<file path="config.mk">
export PLATFORM = sky130hd
export DESIGN_NAME = nibble_serial_subtractor_16bit
export DESIGN_NICKNAME = d
export VERILOG_FILES = /design/src/rtl/nibble_serial_subtractor_16bit.sv
export SDC_FILE = /design/constraint.sdc
export NUM_CORES = 1
export LEC_CHECK = 0
export ABC_CLOCK_PERIOD_IN_PS = 3000
export BUFFER_PORTS_ARGS = -buffer_cell sky130_fd_sc_hd__buf_4
export CAP_MARGIN = 30
export CORE_UTILIZATION = 55
export CTS_CLUSTER_SIZE = 14
export DETAILED_ROUTE_END_ITERATION = 16
export GPL_TIMING_DRIVEN = 0
export PLACE_DENSITY = 0.79
export SLEW_MARGIN = 20
export SYNTH_ARGS = -nofsm -noshare
export SYNTH_HDL_FRONTEND = slang
export SYNTH_SLANG_ARGS = --single-unit
export TNS_END_PERCENT = 20
</file>
<file path="constraint.sdc">
create_clock -name clk -period 3 [get_ports clk]
set_clock_uncertainty 0.2 [all_clocks]
set_input_delay 0.15 -clock clk [delete_from_list [all_inputs] [get_ports clk]]
set_output_delay 0.15 -clock clk [all_outputs]
set_load 0.05 [all_outputs]
</file>
<file path="src/rtl/nibble_serial_subtractor_16bit.sv">
// Multi-cycle subtractor: A - B - Bin computed one SLICE-bit chunk per cycle
// through a carry-lookahead slice on A + ~B + ~Bin, behind a start/done handshake.
module nibble_serial_subtractor_16bit #(
    parameter int WIDTH = 16,
    parameter int SLICE = 4
) (
    input  logic             clk,
    input  logic             rst,
    input  logic             start,
    input  logic [WIDTH-1:0] A,
    input  logic [WIDTH-1:0] B,
    input  logic             Bin,
    output logic [WIDTH-1:0] diff,
    output logic             borrow,
    output logic             overflow,
    output logic             busy,
    output logic             done
);

    localparam int N  = WIDTH / SLICE;
    localparam int IW = (N > 1) ? $clog2(N) : 1;

    typedef enum logic [1:0] {
        S_IDLE = 2'd0,
        S_RUN  = 2'd1,
        S_DONE = 2'd2
    } state_t;

    state_t           state_q, state_d;
    logic [WIDTH-1:0] a_q, b_q, acc_q, acc_d;
    logic             carry_q;
    logic [IW-1:0]    idx_q;
    logic [WIDTH-1:0] diff_q;
    logic             borrow_q, ovf_q, done_q;

    logic             load, step, finish;
    logic [WIDTH-1:0] a_sh, b_sh;
    logic [SLICE-1:0] a_sl, b_sl, g, p, s;
    logic [SLICE:0]   c;
    logic             cc, pp;

    // State register
    always_ff @(posedge clk) begin
        if (rst) state_q <= S_IDLE;
        else     state_q <= state_d;
    end

    // Next-state logic
    always_comb begin
        state_d = state_q;
        unique case (state_q)
            S_IDLE: if (start) state_d = S_RUN;
            S_RUN:  if (idx_q == IW'(N - 1)) state_d = S_DONE;
            S_DONE: state_d = start ? S_RUN : S_IDLE;
            default: state_d = S_IDLE;
        endcase
    end

    // Control decode from the current state
    always_comb begin
        load   = start && (state_q == S_IDLE || state_q == S_DONE);
        step   = (state_q == S_RUN);
        finish = (state_q == S_DONE);
    end

    // Carry-lookahead slice: each carry is a flat OR of generate terms
    // gated by the propagate products above them, plus the incoming carry.
    always_comb begin
        a_sh = a_q >> (int'(idx_q) * SLICE);
        b_sh = b_q >> (int'(idx_q) * SLICE);
        a_sl = a_sh[SLICE-1:0];
        b_sl = ~b_sh[SLICE-1:0];
        g    = a_sl & b_sl;
        p    = a_sl ^ b_sl;
        c    = '0;
        cc   = 1'b0;
        pp   = 1'b1;
        c[0] = carry_q;
        for (int i = 0; i < SLICE; i++) begin
            cc = g[i];
            pp = p[i];
            for (int j = i - 1; j >= 0; j--) begin
                cc = cc | (pp & g[j]);
                pp = pp & p[j];
            end
            c[i+1] = cc | (pp & carry_q);
        end
        s = p ^ c[SLICE-1:0];
        acc_d = acc_q;
        acc_d[int'(idx_q)*SLICE +: SLICE] = s;
    end

    // Operand capture, slice accumulation and result publication
    always_ff @(posedge clk) begin
        if (rst) begin
            a_q      <= '0;
            b_q      <= '0;
            acc_q    <= '0;
            carry_q  <= 1'b0;
            idx_q    <= '0;
            diff_q   <= '0;
            borrow_q <= 1'b0;
            ovf_q    <= 1'b0;
            done_q   <= 1'b0;
        end else begin
            done_q <= finish;
            if (finish) begin
                diff_q   <= acc_q;
                borrow_q <= ~carry_q;
                ovf_q    <= (a_q[WIDTH-1] != b_q[WIDTH-1]) &&
                            (acc_q[WIDTH-1] != a_q[WIDTH-1]);
            end
            if (step) begin
                acc_q   <= acc_d;
                carry_q <= c[SLICE];
                idx_q   <= idx_q + 1'b1;
            end
            if (load) begin
                a_q     <= A;
                b_q     <= B;
                carry_q <= ~Bin;
                idx_q   <= '0;
                acc_q   <= '0;
            end
        end
    end

    // Outputs
    always_comb begin
        diff     = diff_q;
        borrow   = borrow_q;
        overflow = ovf_q;
        busy     = (state_q == S_RUN);
        done     = done_q;
    end

endmodule

</file>
[After elaboration in Yosys (flattened, before gate mapping)]
Index checks and enable logic that the tools add are counted.
Word-level totals
  flip-flop bits (word level): 72
  word-level logic and storage cells: 69
  input port bits: 36
  output and inout port bits: 20
Operators by class
  reduce and logical (&&, ||, !) cells: 7
  add/subtract/negate cells: 2
  equal/unequal tests: 7
  bitwise gates (word level): 32
  multiplexer cells: 7
  shift operators: 4
Operator list (number)
  $neg 4->33: 1
  $shift 4x33->16 const A: 1
  $shiftx 4x33->16: 1
  $shr 16x4->4: 2
  $and 1x1->1: 16
  $bwmux 16: 1
  $or 1x1->1: 10
  $xor 4x4->4: 2
  $pmux 2 s3: 1
  $and 4x4->4: 1
  $eq 2x2->1 const B: 2
  $mux 2: 2
  $not 4->4: 1
  $mux 1: 3
  $add 2x1->2 const B: 1
  $eq 2x1->1 const B: 1
  $logic_and 1x1->1: 2
  $logic_not 2->1: 1
  $ne 1x1->1: 2
  $ne 2x1->1 const B: 1
  $ne 2x2->1 const B: 1
  $not 1->1: 2
  $reduce_and 2->1: 1
  $reduce_bool 2->1: 1
  other kinds (2): 2

[Depth between registers and ports, before layout]
Gate-level depths: netlist of run 1.
  depth in word-level cells: 10
  mapped depth: 8
  depth with buffers taken out: 7

[Worst setup path before layout of run 1]
Ideal clock, no wire load.
  kind: register to register
  start point: register idx_q[0]
  end point: register acc_q[14]
  required time: 2672 ps
  period minus slack after synthesis: 2471 ps
  setup time: 128 ps
  path buffers: 1
  stages on the path, launching flop included: 8
  setup slack: 529 ps
  arrival time: 2144 ps
  path through: dfxtp_1 buf_4 mux4_2 ha_1 a211oi_1 o21bai_1 a32oi_1 nor2_1
Between the ends
  longest elaborated chain between the ends: 10
  elaborated cells between the ends (all ways): 25
  those cells by class: 1 x add/sub; 4 x shift; 1 x mux; 19 x bitwise
Ends and longest elaborated chain
  start: declaration: RTL line 32  | logic [IW-1:0] idx_q;
  start signal: assignment: RTL line 116  | idx_q <= idx_q + 1'b1;
  $shr 16x4->4: RTL line 70  | b_sh = b_q >> (int'(idx_q) * SLICE);
  $not 4->4: RTL line 72  | b_sl = ~b_sh[SLICE-1:0];
  $xor 4x4->4 or $and 4x4->4 (tied branches): RTL line 74, 73
  $and 1x1->1 (on tied branches): RTL line 83, 84
  $or 1x1->1 (tied with other cells): RTL line 83  | cc = cc | (pp & g[j]);
  $or 1x1->1 or $and 1x1->1 (tied branches): RTL line 83, 86
  $or 1x1->1: RTL line 86  | c[i+1] = cc | (pp & carry_q);
  $xor 4x4->4: RTL line 88  | s = p ^ c[SLICE-1:0];
  $shiftx 4x33->16: RTL line 90  | acc_d[int'(idx_q)*SLICE +: SLICE] = s;
  $bwmux 16 (*): RTL line 90
  end signal: assignment: RTL line 98  | acc_q <= '0;
  end signal: assignment: RTL line 114  | acc_q <= acc_d;
  end signal: assignment: RTL line 123  | acc_q <= '0;
  end: declaration: RTL line 30  | logic [WIDTH-1:0] a_q, b_q, acc_q, acc_d;
Mark *: on every way between the ends. The rest lies on a longest branch, timed or not.
A chain may end at the register's enable or synchronous reset.

[Final worst setup path of run 1]
  start point: register idx_q[0]
  end point: register acc_q[6]
Same word-level chain as after synthesis.

==> run summary, run 1 <==
Yosys warnings: 0
Htree depth: 3
Vias in the first global route: 2628
Share of layout cells above drive strength 1: 25.51%
Die span in y: 75.89 um
CTS tree: built
Hold Violations, Final: 0
Vias: 2624
Placer Congestion: 0.8530
CTS root buf: clkbuf_8
PwrDens: 572.9 mW/mm^2
GR Overflow Total: 0
Ys flop type: dfxtp_1
IO Port Bufs: 54
Period minus WS final: 2.787 ns
Clk buf depth: 2
Initial antenna violation count: 0
Mapped Area: 0.003003 mm^2
Final setup fails: 0
Crit path max-delay family: compound AO/OA/AOI/OAI gates
Inserted Diodes: 0
Register area share after synthesis: 48.00%
Max Fclk: 358.8 MHz
Layout area overhead: 36.67%
Post-layout util: 79.34%
Post-DP HPWL: 4721 um
RSZ-0062 raised after global routing: no
Die area: 0.005759 mm^2
Core area: 0.005172 mm^2
Fillers: 336
Synth top area share: 48.00%
Ports: 56
Max Cap Viol: 0
Post-CTS setup buffer count: 0
CTS Sinks: 72
DR WL/cell: 16.78 um
Worst-Skew Late Latency: 0.35 ns
Critical Path End Type: flip-flop
Final Cell Area: 0.004104 mm^2
EDFF count, synth: 0
Post-route ant nets: 0
Req. time, crit path: 3.03 ns
Std cell rows: 26
Drt pass-1 iters: 4
Placed Area: 0.003496 mm^2
First-pass GRT wire length: 12510 um
Peak supply drop: 0.3184 mV
Iter 0 DRT Violations: 215
Hold WS: 0.1006 ns
Crit path cell chain: buf_6, mux4_2, ha_1, a211oi_1, o21bai_1, a32oi_1, nor2_1
Slowest-stage cell, CP: mux4_2
CP peak stage delay: 0.57 ns
Initial Utilization: 58.06%
Detailed-route vias per instance: 5.631
Yosys cell types: 35
Syn nets: 338
TritonCTS Buffers: 9
Synth area leaders: dfxtp_1 (48%), a22o_1 (9.3%), mux4_2 (6.0%)
Cells after Synth: 291
Worst Tran Pin Value: 0.5338 ns
CP max FO: 10
Die Wd: 75.89 um
Setup TNS: 0 ns
Detailed-route DRC error count: 0
Number of synthesized register bits: 72
Gr usage total: 30.19%
Lkg Pwr: 1.695 nW
Crit path buffers/inverters: 1
CP Launch Type: flip-flop
Final wirelength: 7820 um
Hold Crit Class: in2reg
Slew HR: 64.14%
Clock transition at path regs: 0.08 ns
Largest net degree at the start of global routing: 13
Fin nets: 438
Asr flop ratio synth: 0%
Final Slew Violations: 0
CP arrival: 2.82 ns
Synth area leader: dfxtp_1
Status: finished, final reports clean
Kind of critical path: reg2reg
Post-synthesis average cell area: 10.32 um^2
Final period util: 92.91%
[path summary, 6_finish.rpt]
path | startpoint | end | slack, ns | cells past startpoint
worst max-delay path | idx_q[0]$_SDFFE_PP0P_ | acc_q[6]$_SDFFE_PP0P_ | 0.21 | 7
worst min-delay path | start | idx_q[0]$_SDFFE_PP0P_ | 0.10 | 4
worst max register to register | idx_q[0]$_SDFFE_PP0P_ | acc_q[6]$_SDFFE_PP0P_ | 0.21 | 7
worst min register to register | acc_q[10]$_SDFFE_PP0P_ | diff[10]$_SDFFE_PP0P_ | 0.25 | 2
[registers in the layout (all words and copies together), names as in the netlist]
| signal | cells |
|---|---|
| state_q | 2 |
| done | 1 |
| overflow | 1 |
| a_q | 16 |
| diff | 16 |
| b_q | 16 |
| borrow | 1 |
| carry_q | 1 |
| idx_q | 2 |
| acc_q | 16 |
[synthesized netlist by cell type, types with 2 or more instances]
library cell   n
a211oi_1       5
a21oi_1       19
a22o_1        32
a22oi_1        8
a32oi_1        4
buf_2         11
buf_6          2
clkbuf_1       6
dfxtp_1       72
ha_1          10
inv_1          9
mux4_2         8
nand2_1       33
nand2b_1       3
nand3_1       12
nand3b_1       2
nand3b_4       2
nand4_1        4
nor2_1        26
nor2b_1        2
nor3_1         3
nor4_4         3
o21bai_1       2
xnor2_1        2
[power by group]
| group | switching [mW] | internal (mW) |
|---|---|---|
| combinational | 0.188 | 0.170 |
| sequential | 0.0314 | 0.996 |
| clock | 0.369 | 0.596 |
| total | 0.588 | 1.76 |
[kinds of logic (layout without fill, tap and decap cells)]
group,count (synthesis),in the layout,synth area share (%)
and+or+nand+nor,93,93,16.96
AOI/OAI and AO/OA,74,74,18.46
DFF,72,72,48.00
buffers and inverters,30,135,4.833
adders and majority gates,11,11,4.833
muxes,9,9,6.333
xor gates and xnor gates,2,2,0.5834
[layout by cell type, fill, tap and decap left out, types with 3 or more instances in the layout]
master,count
mux4_2,8
nand2b_1,3
a22oi_1,8
clkbuf_1,6
buf_2,11
nor3_1,3
nand3_1,12
a32oi_1,4
a22o_1,32
a211oi_1,5
a21oi_1,19
buf_6,3
inv_1,9
bufinv_16,3
nor2_1,26
dlygate4sd3_1,35
clkbuf_8,11
nor4_4,3
nand4_1,4
ha_1,10
dfxtp_1,72
nand2_1,33
buf_4,54
[what timing repair did]
item / 4_1_cts / 5_1_grt
endpoints found under the hold margin: 33 / 0
hold buffers: 35 / 0
gates resized for setup: 0 / 1
setup endpoints to repair: 0 / 1
[area by class of cell]
cell class | instances | area [um^2] | share of cell area (%)
inverters | 10 | 37.54 | 0.9146
clock buffers | 11 | 151.4 | 3.689
repair buffers | 89 | 755.7 | 18.41
clock inverters | 5 | 102.6 | 2.500
flip-flops and latches | 72 | 1441 | 35.12
plain buffers | 20 | 111.4 | 2.713
well taps | 70 | 87.58 | 2.134
multi-input cells | 189 | 1416 | 34.51
[layer usage]
layer	vias to the layer above	part of all wire, %	GRT usage [%]	routed length, um
li1	1256	-	-	-
met1	1243	40	32.83	3104
met4	0	2.9	16.05	224
met3	23	5.2	7.540	404
met2	102	52	53.88	4086
met5	-	0	0	0
[worst min-delay path: stages]
cell      delay (ns)
buf_4           0.10
nand2b_1        0.08
nand2b_1        0.20
nor2_1          0.07
[through the flow]
| stage | setup slack (ns) | cells | total power [mW] |
|---|---|---|---|
| 2_1_floorplan | 0.5287 | 291 | 1.255 |
| 5_1_grt | 0.04998 | 466 | 2.427 |
| 3_3_place_gp | 0.2542 | 415 | 1.346 |
| 4_1_cts | 0.1654 | 466 | 2.326 |
| 6_report | 0.2127 | 466 | 2.351 |
| 3_5_place_dp | 0.1721 | 415 | 1.354 |
No activity file was read; power rests on OpenSTA's default activity.
==> run 2, diff against run 1 <==
--- a/config.mk
+++ b/config.mk
@@ -6,8 +6,9 @@
 export NUM_CORES = 1
 export LEC_CHECK = 0
 export ABC_CLOCK_PERIOD_IN_PS = 3000
-export BUFFER_PORTS_ARGS = -buffer_cell sky130_fd_sc_hd__buf_4
+export BUFFER_PORTS_ARGS = -buffer_cell sky130_fd_sc_hd__buf_2
 export CAP_MARGIN = 30
+export CORE_MARGIN = 2
 export CORE_UTILIZATION = 55
 export CTS_CLUSTER_SIZE = 14
 export DETAILED_ROUTE_END_ITERATION = 16
==> run summary, run 2 (synthesis results as in run 1) <==
Status: finished, final reports clean
Detailed-route DRC error count: 0 (unchanged)
Hold WS: 0.1126 ns (+0.01205 ns)
Clk buf depth: 2 (unchanged)
Leading cell types in the layout, fill and taps excluded: dfxtp_1 (72), buf_2 (65), dlygate4sd3_1 (35)
CP Launch Type: flip-flop
Worst-Skew Late Latency: 0.35 ns (about the same)
Lkg Pwr: 1.645 nW (-2.9%)
Iter 0 DRT Violations: 164 (-24%)
Period minus WS final: 2.823 ns (+0.03600 ns)
RSZ-0062 raised after global routing: no
DR WL/cell: 15.43 um (-8.1%)
Max Cap Viol: 0 (unchanged)
Worst r2r src: idx_q[1]$_SDFFE_PP0P_
Initial Utilization: 58.06% (unchanged)
Final period util: 94.11% (+1.2 points)
CTS Sinks: 72 (unchanged)
GR Overflow Total: 0 (unchanged)
Drt pass-1 iters: 4 (unchanged)
Post-route ant nets: 0 (unchanged)
CP arrival: 2.84 ns (+0.02 ns)
R2R cell count: 8 (+1)
Htree depth: 3 (unchanged)
IO Port Bufs: 54 (unchanged)
Worst R2R End: acc_q[6]$_SDFFE_PP0P_
Initial antenna violation count: 0 (unchanged)
Req. time, crit path: 3.02 ns (about the same)
Hold Path Sink: idx_q[0]$_SDFFE_PP0P_
CTS tree: built
Reg-to-reg setup timing slack: 0.18 ns (-0.04 ns)
Final wirelength: 7190 um (-8.1%)
Share of layout cells above drive strength 1: 25.00% (-0.51 points)
Core area: 0.005172 mm^2 (unchanged)
Detailed-route vias per instance: 5.487 (-2.6%)
Vias: 2557 (-2.6%)
Final Slew Violations: 0 (unchanged)
Peak supply drop: 0.3693 mV (+16%)
Largest net degree at the start of global routing: 12 (-1)
Most common cell after layout, fill and taps aside: dfxtp_1
Final setup fails: 0 (unchanged)
Std cell rows: 26 (unchanged)
Kind of critical path: reg2reg
Die Wd: 77.89 um (+2.6%)
Max Fclk: 354.2 MHz (-1.3%)
Inserted Diodes: 0 (unchanged)
Fillers: 359 (+6.8%)
CTS root buf: clkbuf_8
First-pass GRT wire length: 12050 um (-3.7%)
Post-CTS setup buffer count: 0 (unchanged)
Clock transition at path regs: 0.07 ns (about the same)
Hold path start: start
Post-DP HPWL: 4697 um (-0.50%)
Hold Crit Class: in2reg
CP max FO: 9 (-1)
Fin nets: 438 (unchanged)
Die span in y: 77.89 um (+2.6%)
Placer Congestion: 0.8202 (-3.8%)
Total Power: 2.138 mW (-9.1%)
Ports: 56 (unchanged)
PwrDens: 546.3 mW/mm^2 (-4.6%)
Vias in the first global route: 2585 (-1.6%)
Slew HR: 60.23% (-3.9 points)
Gr usage total: 25.73% (-4.5 points)
Hold path cells: 4 (unchanged)
Worst Tran Pin Value: 0.5966 ns (+0.06280 ns)
Setup TNS: 0 ns (unchanged)
Layout area overhead: 30.33%
Die area: 0.006067 mm^2 (+5.3%)
TritonCTS Buffers: 9 (unchanged)
Hold Violations, Final: 0 (unchanged)
Critical Path End Type: flip-flop
-- run 2: cell count changes in the layout (fill, tap and decap cells not counted) --
cell	previous run	this run
buf_2	11	65
buf_4	54	0
bufinv_16	3	1
clkbuf_1	6	8
clkinv_2	1	2
clkinvlp_4	1	0
-- run 2: worst max-delay path: stages, from the launching register on --
cell,delay (ns)
dfxtp_1,0.36
clkbuf_1,0.48
mux4_2,0.46
inv_1,0.11
ha_1,0.25
a211oi_1,0.29
o21bai_1,0.21
a32oi_1,0.27
nor2_1,0.06
-- run 2: cell type report --
cell class              count  area (um^2)  share of cell area (%)
inverters                  10        37.54                  0.9591
well taps                  70        87.58                   2.238
clock buffers              13        158.9                   4.060
flip-flops and latches     72         1441                   36.83
clock inverters             3        40.04                   1.023
plain buffers              20        111.4                   2.845
multi-input cells         189         1416                   36.19
repair buffers             89        620.6                   15.86
-- run 2: stage by stage --
step,instances,area (um^2),utilization [%],worst slack (ns)
after floorplan,291,3003,-,0.5287
after global placement,415,3361,64.97,0.2492
after detailed placement,415,3361,64.97,0.2062
after CTS,466,3910,75.59,0.1718
after global routing,466,3914,75.67,0.004989
final,466,3914,75.67,0.1767
-- run 2: worst max-delay path by stage --
stage,startpoint,to,cells after the start
final,idx_q[1]$_SDFFE_PP0P_,acc_q[6]$_SDFFE_PP0P_,8
after global routing,idx_q[1]$_SDFFE_PP0P_,acc_q[6]$_SDFFE_PP0P_,8
after CTS,idx_q[0]$_SDFFE_PP0P_,acc_q[6]$_SDFFE_PP0P_,7
after detailed placement,idx_q[0]$_SDFFE_PP0P_,acc_q[10]$_SDFFE_PP0P_,7
after global placement,idx_q[0]$_SDFFE_PP0P_,acc_q[14]$_SDFFE_PP0P_,7
after floorplan,idx_q[0]$_SDFFE_PP0P_,acc_q[14]$_SDFFE_PP0P_,7
-- run 2: routing by layer --
layer,up-vias,routed length [um],global-route usage (%)
li1,1249,-,-
met1,1209,2977,29.15
met2,82,3691,46.12
met3,17,367,4.767
met4,0,153,12.81
met5,-,0,0
-- run 2: power by group --
part | total (mW) | switching (mW) | leakage, nW | internal, mW
clock network | 0.772 | 0.345 | 0.103 | 0.428
logic | 0.341 | 0.184 | 0.956 | 0.157
registers | 1.03 | 0.0287 | 0.586 | 0.996
-- run 2: repair_timing --
item                                    in CTS  in global routing
endpoints found under the setup margin       0                  1
gates resized for setup                      0                  1
hold endpoints to repair                    33                  0
hold buffers                                35                  0
==> run 3, diff against run 2 <==
--- a/config.mk
+++ b/config.mk
@@ -6,14 +6,14 @@
 export NUM_CORES = 1
 export LEC_CHECK = 0
 export ABC_CLOCK_PERIOD_IN_PS = 3000
-export BUFFER_PORTS_ARGS = -buffer_cell sky130_fd_sc_hd__buf_2
 export CAP_MARGIN = 30
 export CORE_MARGIN = 2
-export CORE_UTILIZATION = 55
+export CORE_UTILIZATION = 62
 export CTS_CLUSTER_SIZE = 14
 export DETAILED_ROUTE_END_ITERATION = 16
+export DONT_BUFFER_PORTS = 1
 export GPL_TIMING_DRIVEN = 0
-export PLACE_DENSITY = 0.79
+export PLACE_DENSITY = 0.78
 export SLEW_MARGIN = 20
 export SYNTH_ARGS = -nofsm -noshare
 export SYNTH_HDL_FRONTEND = slang
==> constraint.sdc (replaced) <==
create_clock -name clk -period 3 [get_ports clk]
set_clock_uncertainty 0.2 [all_clocks]
set_input_delay 0 -clock clk [delete_from_list [all_inputs] [get_ports clk]]
set_output_delay 0 -clock clk [all_outputs]
set_load 0.05 [all_outputs]
==> run summary, run 3 (synthesis results as in run 1) <==
GR Overflow Total: 0 (unchanged)
Worst-Skew Late Latency: 0.34 ns (about the same)
Share of layout cells above drive strength 1: 13.08% (-12 points)
Worst Tran Pin Value: 0.7832 ns (+0.1865 ns)
Inserted Diodes: 0 (unchanged)
Largest net degree at the start of global routing: 12 (unchanged)
Final wirelength: 7356 um (+2.3%)
Worst R2R End: acc_q[6]$_SDFFE_PP0P_
Placed Cells: 345 (-17%)
Internal power: 1.589 mW (+0.49%)
Die area: 0.005416 mm^2 (-11%)
CP max FO: 10 (+1)
Critical Path End Type: flip-flop
Vias in the first global route: 2404 (-7.0%)
Hold path cells: 2 (-2)
Detailed-route vias per instance: 6.028 (+9.9%)
Initial Utilization: 64.00% (+5.9 points)
Initial antenna violation count: 0 (unchanged)
Peak supply drop: 0.5124 mV (+39%)
CTS Sinks: 72 (unchanged)
Drt pass-1 iters: 4 (unchanged)
P_sw: 0.5579 mW (+0.13%)
Die span in y: 73.60 um (-5.5%)
Leading cell types in the layout, fill and taps excluded: dfxtp_1 (72), dlygate4sd3_1 (38), nand2_1 (33)
CP Launch Type: flip-flop
Most common cell after layout, fill and taps aside: dfxtp_1
R2R cell count: 7 (-1)
Fin nets: 387 (-12%)
Final Cell Area: 0.003657 mm^2 (-6.6%)
Reg-to-reg setup timing slack: 0.20 ns (+0.02 ns)
Die Wd: 73.60 um (-5.5%)
Max Fclk: 356.6 MHz (+0.67%)
Iter 0 DRT Violations: 196 (+20%)
Final setup fails: 0 (unchanged)
CP arrival: 2.82 ns (-0.02 ns)
Period minus WS final: 2.804 ns (-0.01881 ns)
Final Slew Violations: 0 (unchanged)
Final period util: 93.48% (-0.63 points)
Setup TNS: 0 ns (unchanged)
Ports: 56 (unchanged)
# resized after CTS: 0 (unchanged)
Hold Path Sink: b_q[5]$_SDFFE_PP0P_
Clock transition at path regs: 0.07 ns (about the same)
Switching Fraction: 25.99% (-0.069 points)
Lkg Pwr: 1.417 nW (-14%)
Status: finished, final reports clean
IO Port Bufs: 0 (-100%)
Req. time, crit path: 3.02 ns (about the same)
Post-DP HPWL: 4399 um (-6.4%)
Combinational power share: 15.3% (-0.6 points)
Layout area overhead: 21.79%
PwrDens: 587.0 mW/mm^2 (+7.4%)
DR WL/cell: 18.48 um (+20%)
Max Cap Viol: 0 (unchanged)
Core area: 0.004692 mm^2 (-9.3%)
First-pass GRT wire length: 11830 um (-1.8%)
Hold Crit Class: in2reg
Placer Congestion: 0.8735 (+6.5%)
Hold WS: 0.1171 ns (+0.004471 ns)
Clock Power Share: 36.9% (+0.8 points)
Std cell rows: 25 (-3.8%)
Clk buf depth: 2 (unchanged)
CTS tree: built
Detailed-route DRC error count: 0 (unchanged)
CTS root buf: clkbuf_8
Seq pwr share: 47.9% (about the same)
TritonCTS Buffers: 9 (unchanged)
Placed Area: 0.003070 mm^2 (-8.6%)
Kind of critical path: reg2reg
Htree depth: 3 (unchanged)
Vias: 2399 (-6.2%)
Hold path start: B[5]
Post-route ant nets: 0 (unchanged)
Worst r2r src: idx_q[0]$_SDFFE_PP0P_
Post-layout util: 77.95% (+2.3 points)
Hold Violations, Final: 0 (unchanged)
Gr usage total: 29.61% (+3.9 points)
RSZ-0062 raised after global routing: no
Slew HR: 47.79% (-12 points)
Non-Filler Instances: 398 (-15%)
## run 3: metrics by stage
stage	worst slack (ns)	power (mW)
floorplan	0.5287	1.255
global placement	0.2510	1.311
detailed placement	0.2091	1.316
CTS	0.1984	2.128
global route	0.02270	2.225
finish	0.1955	2.147
## run 3: worst max-delay path by stage
stage	startpoint	end	slack, ns
CTS	idx_q[0]$_SDFFE_PP0P_	acc_q[6]$_SDFFE_PP0P_	0.20
floorplan	idx_q[0]$_SDFFE_PP0P_	acc_q[14]$_SDFFE_PP0P_	0.53
finish	idx_q[0]$_SDFFE_PP0P_	acc_q[6]$_SDFFE_PP0P_	0.20
global placement	idx_q[0]$_SDFFE_PP0P_	acc_q[14]$_SDFFE_PP0P_	0.25
global route	idx_q[0]$_SDFFE_PP0P_	acc_q[6]$_SDFFE_PP0P_	0.02
detailed placement	idx_q[0]$_SDFFE_PP0P_	acc_q[6]$_SDFFE_PP0P_	0.21
## run 3: timing repair
item,in CTS,in global routing
setup endpoints to repair,0,0
hold endpoints to repair,42,0
hold buffers,38,0
buffers inserted,0,0
## run 3: final cells by class
| type | count | area [um^2] |
|---|---|---|
| fill | 302 | 1035 |
| timing repair buffer | 38 | 380.4 |
| sequential | 72 | 1441 |
| multi-input combinational | 189 | 1416 |
| tap | 54 | 67.56 |
| clock inverter | 2 | 37.54 |
| buffer | 20 | 107.6 |
| inverter | 10 | 37.54 |
| clock buffer | 13 | 168.9 |
## run 3: worst max-delay path, cell delays in order (launching register included)
cell and delay (ns):
dfxtp_1 0.45, buf_4 0.31, mux4_2 0.59, ha_1 0.33, a211oi_1 0.30, o21bai_1 0.22
a32oi_1 0.22, nor2_1 0.06
## run 3: metal layers
layer | up-vias | GRT usage, % | share of wire, %
li1 | 1147 | - | -
met1 | 1124 | 33.48 | 40
met2 | 104 | 50.10 | 50
met3 | 24 | 9.877 | 6.4
met4 | 0 | 13.94 | 3.8
met5 | - | 0 | 0
## run 3: power by group through the flow
stage               Clock, mW  Sequential [mW]  Combinational, mW
detailed placement          0             1.05              0.271
global placement            0             1.04              0.267
floorplan                   0             1.04              0.219
finish                  0.791             1.03              0.328
global route            0.847             1.03              0.347
CTS                     0.790             1.02              0.314
